===== config.mk =====
export PLATFORM = sky130hd
export DESIGN_NAME = fp_sat_counter
export DESIGN_NICKNAME = d
export VERILOG_FILES = /design/src/rtl/fp_sat_counter.sv
export SDC_FILE = /design/constraint.sdc
export NUM_CORES = 1
export LEC_CHECK = 0
export CORE_ASPECT_RATIO = 1.1
export CORE_MARGIN = 2
export CORE_UTILIZATION = 51
export CTS_CLUSTER_SIZE = 20
export DETAILED_ROUTE_END_ITERATION = 10
export PLACE_DENSITY = 0.82
export SYNTH_ARGS = -nofsm -noshare
export SYNTH_HDL_FRONTEND = slang
export SYNTH_SLANG_ARGS = --single-unit

===== constraint.sdc =====
create_clock -name clk -period 2.95 [get_ports clk]
set_clock_uncertainty 0.15 [all_clocks]
set_input_delay 0.295 -clock clk [delete_from_list [all_inputs] [get_ports clk]]
set_output_delay 0.295 -clock clk [all_outputs]
set_load 0.005 [all_outputs]

===== src/rtl/fp_sat_counter.sv =====
// Saturating up-counter.
//   clk, rst_n : clock, asynchronous active-low reset
//   clr        : synchronous clear, wins over inc
//   inc        : count by one; holds at all-ones instead of wrapping
//   q          : current count
module fp_sat_counter #(
  parameter int W = 32
) (
  input  logic         clk,
  input  logic         rst_n,
  input  logic         clr,
  input  logic         inc,
  output logic [W-1:0] q
);

  logic [W-1:0] cnt_q, cnt_d;

  always_comb begin
    cnt_d = cnt_q;
    if (clr)
      cnt_d = '0;
    else if (inc && (cnt_q != {W{1'b1}}))
      cnt_d = cnt_q + W'(1);
  end

  always_ff @(posedge clk or negedge rst_n) begin
    if (!rst_n) cnt_q <= '0;
    else        cnt_q <= cnt_d;
  end

  assign q = cnt_q;

endmodule


==> out/metrics.cfg, run 1 <==
[timing]
rsz0062_at_grt=false
setup_tns_ns=0
max_freq_mhz=401
finalHoldViolCount=0
worstMarginPinSlew_ns=0.673
drv_slew=0
fin_crit_sh_pct=84.6
setup_viol=0
slew_headroom_pct=54.8
period_needed_ns=2.50

[logic_synthesis]
synth.most_common_cell=dfrtp_1
synthCells=198
synth_async_sr_flop_share_pct=100
synth_top_cell_area_share_pct=43.2
synth_commonest_cells=32 x dfrtp_1, 26 x nor2_1, 12 x nand3_1, 11 x a21oi_1, 11 x nand2_1
synth_ff_type=dfrtp_1
synth-edff-count=0
yosys.area.top_type=dfrtp_1
synth_area_leaders=dfrtp_1 43%, nor2_1 5.3%, xnor2_1 4.7%
synth_warnings=0
yosysUniqueCellTypes=42
seq_area_frac_synth_pct=43.2
synth.cell_area_sq_um=1850
ys_ff_latch=32
avgSynthCellArea_sq_um=9.37
synth_fp_nets=203

[global_route]
grt_max_degree=41
overflow=0
grt_pass1_wl_um=6930
grt_pass1_vias=1567
grt_use_total_pct=22.4
grt_antenna_before_repair=0

[floorplan]
start_util_pct=54.3
die_h_um=67.2
placementRows=22
fp.coreArea_sq_um=3410
die_x_um=61.5
die-area_sq_um=4130
pin_count=36

[routing]
post-route-drc-count=0
postRouteAntennaNets=0
drtPass1Iterations=4
vias=1603
viasPerCell=5.64
wl_um=4040
wl_per_cell_um=14.2
dr.first_iter.drc_count=69

[cts]
cts_root_buffer=clkbuf_4
h-tree-depth=2
clk_pin_slew_ns=0.10
cts_hold_buf=0
cts_setup_buffers=0
post_cts_resized=0
clock-sinks=32
clock_latency_ns=0.35
cts_tree=built
cts_buffers=5
clk_path_buf_depth=2

[cells_and_area]
design_area_sq_um=2320
num_antenna_cells=0
fillers=304
largest_register_ffs=32
final_nets=240
drive_gt1_share_pct=10.6
syn_to_final_growth_pct=25.3

[place]
place_congestion=0.846
port_buffers=35
hpwl_um=2810
placed_cell_area_sq_um=2250

[setup_path]
end_kind=register
critical_path_class=register to register
crit_arrival_ns=2.59
required_ns=3.04
worst-path-max-fanout=19
worstSetupStartpointType=register

[run_status]
status=completed

[run]
drv_cap=0

[power_and_ir_drop]
powerDensity_nw_per_um2=354
max-vdd-ir-drop_v=0.000265
p_leak_uw=0.000917

[hold_path]
min_path_type=primary input to async pin

worst paths after layout:
| kind | from | endpoint | slack, ns | cells after the start |
|---|---|---|---|---|
| setup / recovery | q[0] | q[31] | 0.45 | 6 |
| hold / removal | rst_n | q[26] | 0.18 | 2 |
| setup reg to reg | q[0] | q[31] | 0.45 | 6 |
| hold reg to reg | q[12] | q[12] | 0.46 | 2 |
| max in group asynchronous | rst_n | q[2] | 2.17 | 2 |
| min in group clk | q[12] | q[12] | 0.46 | 2 |
cell families after synthesis:
family	share of synthesized area, %
adders and majority gates	0.675
AOI/OAI and AO/OA	11.9
DFF	43.2
xor gates and xnor gates	6.14
muxes	4.39
buffers and inverters	3.17
and+or+nand+nor	30.5
routing by layer:
layer	track usage (%)	part of all wire, %	vias up
met4	10.9	2.5	0
met3	3.83	3.5	9
met5	0	0	-
li1	-	-	789
met1	27.3	44	766
met2	37.5	50	39
stage by stage:
stage	total power (uW)	util, %	cells	worst slack [ns]	hold WS (ns)
after CTS	830	68.1	284	0.473	0.189
after global placement	497	65.8	276	0.486	0.427
after detailed placement	498	65.8	276	0.415	0.439
after floorplan	473	-	198	0.850	-0.151
after global routing	855	68.1	284	0.295	0.214
final	823	68.1	284	0.454	0.180
layout by cell type (no fill, tap or decap), types with 2 or more instances in the layout:
cell / n
clkdlybuf4s50_1: 35
dfrtp_1: 32
nor2_1: 26
nand3_1: 12
nand2_1: 11
a21oi_1: 11
xnor2_1: 10
inv_1: 7
and3_1: 7
nor2b_1: 6
nand4_1: 6
mux2_2: 5
a211oi_1: 5
or3_1: 5
clkbuf_4: 5
nor3_1: 4
o21ai_0: 4
nor4_1: 4
and2_1: 3
a21o_1: 3
xor2_1: 3
o31ai_1: 3
or4_1: 3
nor4_2: 2
nand2b_1: 2
a31o_2: 2
buf_4: 2
report_power, final:
part	switching (uW)	leakage [uW]	internal [uW]
registers	4.15	0.000446	441
logic	25.9	0.000429	17.3
clock network	157	0.0000422	178
layout make-up:
cell class / count / area [sq um] / share of cell area (%)
multi-input combinational: 152 / 995 / 42.8
sequential: 32 / 801 / 34.5
timing repair buffer: 37 / 365 / 15.7
tap: 48 / 60.1 / 2.58
clock buffer: 6 / 41.3 / 1.78
clock inverter: 2 / 35.0 / 1.51
inverter: 7 / 26.3 / 1.13
worst max-delay path: stages (launching register included):
cell and delay (ns):
dfrtp_1 0.43, ha_1 0.24, nand4_1 0.23, nor4_2 0.37, a21o_1 0.55, nor4_1 0.13
mux2_2 0.29
No activity file was read; power rests on OpenSTA's default activity.
==> inputs of run 2 (changes only) <==
==> constraint.sdc (replaced) <==
create_clock -name clk -period 2.4 [get_ports clk]
set_clock_uncertainty 0.15 [all_clocks]
set_input_delay 0.24 -clock clk [delete_from_list [all_inputs] [get_ports clk]]
set_output_delay 0.24 -clock clk [all_outputs]
set_load 0.005 [all_outputs]
==> out/metrics.cfg, run 2 (synthesized netlist as in run 1, its figures left out) <==
[run_status]
status=completed  ; unchanged

[global_route]
grt_antenna_before_repair=0  ; unchanged
grt_use_total_pct=22.9  ; was 22.4%
grt_pass1_wl_um=7130  ; was 6930 um
grt_pass1_vias=1535  ; was 1567
overflow=0  ; unchanged
grt_max_degree=33  ; was 41

[power_and_ir_drop]
pwr-share-comb_pct=5.8  ; was 5.2%
internal-power_uw=731  ; was 636 uW
max-vdd-ir-drop_v=0.000338  ; was 0.000265 V
clkPwrFrac_pct=36.8  ; was 40.7%
powerDensity_nw_per_um2=402  ; was 354 nW/um^2
p_switching_uw=222  ; was 187 uW
p_sw_share_pct=23.3  ; was 22.8%
seq_power_share_pct=57.4  ; was 54.1%
p_leak_uw=0.000953  ; was 0.000917 uW

[cts]
cts_setup_buffers=0  ; unchanged
h-tree-depth=2  ; unchanged
cts_tree=built  ; unchanged
clock-sinks=32  ; unchanged
cts_buffers=5  ; unchanged
clk_path_buf_depth=2  ; unchanged
clock_latency_ns=0.34  ; was 0.35 ns
clk_pin_slew_ns=0.10  ; about the same
cts_root_buffer=clkbuf_4  ; unchanged

[setup_path]
critical_path_class=register to register  ; unchanged
crit_slowest_cell=dfrtp_1  ; was a21o_1
worstSetupStartpointType=register  ; unchanged
required_ns=2.48  ; was 3.04 ns
end_kind=register  ; unchanged
cpLargestDelayFamily=simple AND/OR/NAND/NOR gates  ; unchanged
crit_buf_inv=0  ; unchanged
crit_arrival_ns=2.20  ; was 2.59 ns
path_cells=ha_1 > nand4_1 > nor4_2 > a21o_2 > nor4_1 > mux2_2  ; was ha_1 > nand4_1 > nor4_2 > a21o_1 > nor4_1 > mux2_2
worst-path-max-fanout=12  ; was 19
critPathMaxStageDelay_ns=0.44  ; was 0.55 ns

[cells_and_area]
layout_commonest_cell=clkdlybuf4s50_1  ; unchanged
syn_to_final_growth_pct=28.0  ; was 25.3%
final_nets=248  ; was 240
regArea_sq_um=801  ; unchanged
final_cell_mix=35 x clkdlybuf4s50_1, 32 x dfrtp_1, 26 x nor2_1  ; unchanged
fillers=288  ; was 304
num_antenna_cells=0  ; unchanged
drive_gt1_share_pct=14.0  ; was 10.6%
multi_input_area_sq_um=996  ; was 995 sq um
largest_register_ffs=32  ; unchanged

[floorplan]
die_h_um=67.2  ; unchanged
fp.coreArea_sq_um=3410  ; unchanged
start_util_pct=54.3  ; unchanged
die_x_um=61.5  ; unchanged
pin_count=36  ; unchanged
die-area_sq_um=4130  ; unchanged
placementRows=22  ; unchanged

[timing]
fin_crit_sh_pct=88.5  ; was 84.6%
hold_ws_ns=0.139  ; was 0.180 ns
drv_slew=0  ; unchanged
setup_tns_ns=0  ; unchanged
slew_headroom_pct=57.6  ; was 54.8%
rsz0062_at_grt=false  ; unchanged
max_freq_mhz=471  ; was 401 MHz
setup_viol=0  ; unchanged
finalHoldViolCount=0  ; unchanged
worstMarginPinSlew_ns=0.631  ; was 0.673 ns
period_needed_ns=2.12  ; was 2.50 ns

[place]
port_buffers=35  ; unchanged
hpwl_um=2900  ; was 2810 um
place_congestion=0.848  ; was 0.846

[routing]
wl_per_cell_um=14.3  ; was 14.2 um
post-route-drc-count=0  ; unchanged
postRouteAntennaNets=0  ; unchanged
vias=1634  ; was 1603
wl_um=4150  ; was 4040 um
viasPerCell=5.62  ; was 5.64
drtPass1Iterations=4  ; unchanged
dr.first_iter.drc_count=99  ; was 69

[run]
drv_cap=0  ; unchanged

[hold_path]
min_path_type=primary input to async pin  ; unchanged

-- run 2: cell count changes in the layout (fill, tap and decap cells not counted) --
cell / before / now
bufinv_16: 1 / 0
clkinv_2: 1 / 0
buf_4: 2 / 10
clkbuf_8: 0 / 2
clkbuf_1: 1 / 0
a21o_1: 3 / 2
a21o_2: 0 / 1
-- run 2: worst paths after layout --
kind	startpoint	to	slack, ns	depth (start not counted)
worst max-delay path	q[0]	q[31]	0.28	6
worst min-delay path	rst_n	q[6]	0.14	2
worst max register to register	q[0]	q[31]	0.28	6
worst min register to register	q[25]	q[25]	0.45	2
max in group asynchronous	rst_n	q[22]	1.65	2
min in group clk	q[25]	q[25]	0.45	2
-- run 2: cell type report --
| class | count | share of cell area, % |
|---|---|---|
| Clock buffer | 7 | 2.74 |
| Inverter | 7 | 1.11 |
| Multi-Input combinational cell | 152 | 42.0 |
| Sequential cell | 32 | 33.7 |
| Tap cell | 48 | 2.53 |
| Timing Repair Buffer | 45 | 17.9 |
-- run 2: timing repair --
action | in CTS | in global routing
setup endpoints to repair | 0 | 1
hold buffers | 0 | 0
gates resized for setup | 0 | 1
-- run 2: power groups by stage --
stage                     registers (uW)  logic [uW]  clock network, uW
after floorplan                      557        23.9                  0
after global placement               558        55.7                  0
after detailed placement             558        57.1                  0
after CTS                            547        56.9                359
after global routing                 548        64.1                388
final                                547        55.7                351
-- run 2: metrics by stage --
step           util [%]  worst slack, ns  std cells  total power, uW  area, sq um
2_1_floorplan         -            0.300        198              581         1850
3_3_place_gp       67.6            0.123        284              613         2310
3_5_place_dp       67.6            0.105        284              615         2310
4_1_cts            69.5            0.242        291              963         2370
5_1_grt            69.5           0.0705        291             1000         2370
6_report           69.5            0.277        291              954         2370
-- run 2: per-layer routing --
metal  global-route usage, %  vias up  part of all wire (%)
met5                       0        -                     0
met4                    7.18        0                   1.2
met3                    5.17        7                   4.5
met2                    35.5       41                    49
met1                    31.5      778                    45
li1                        -      808                     -
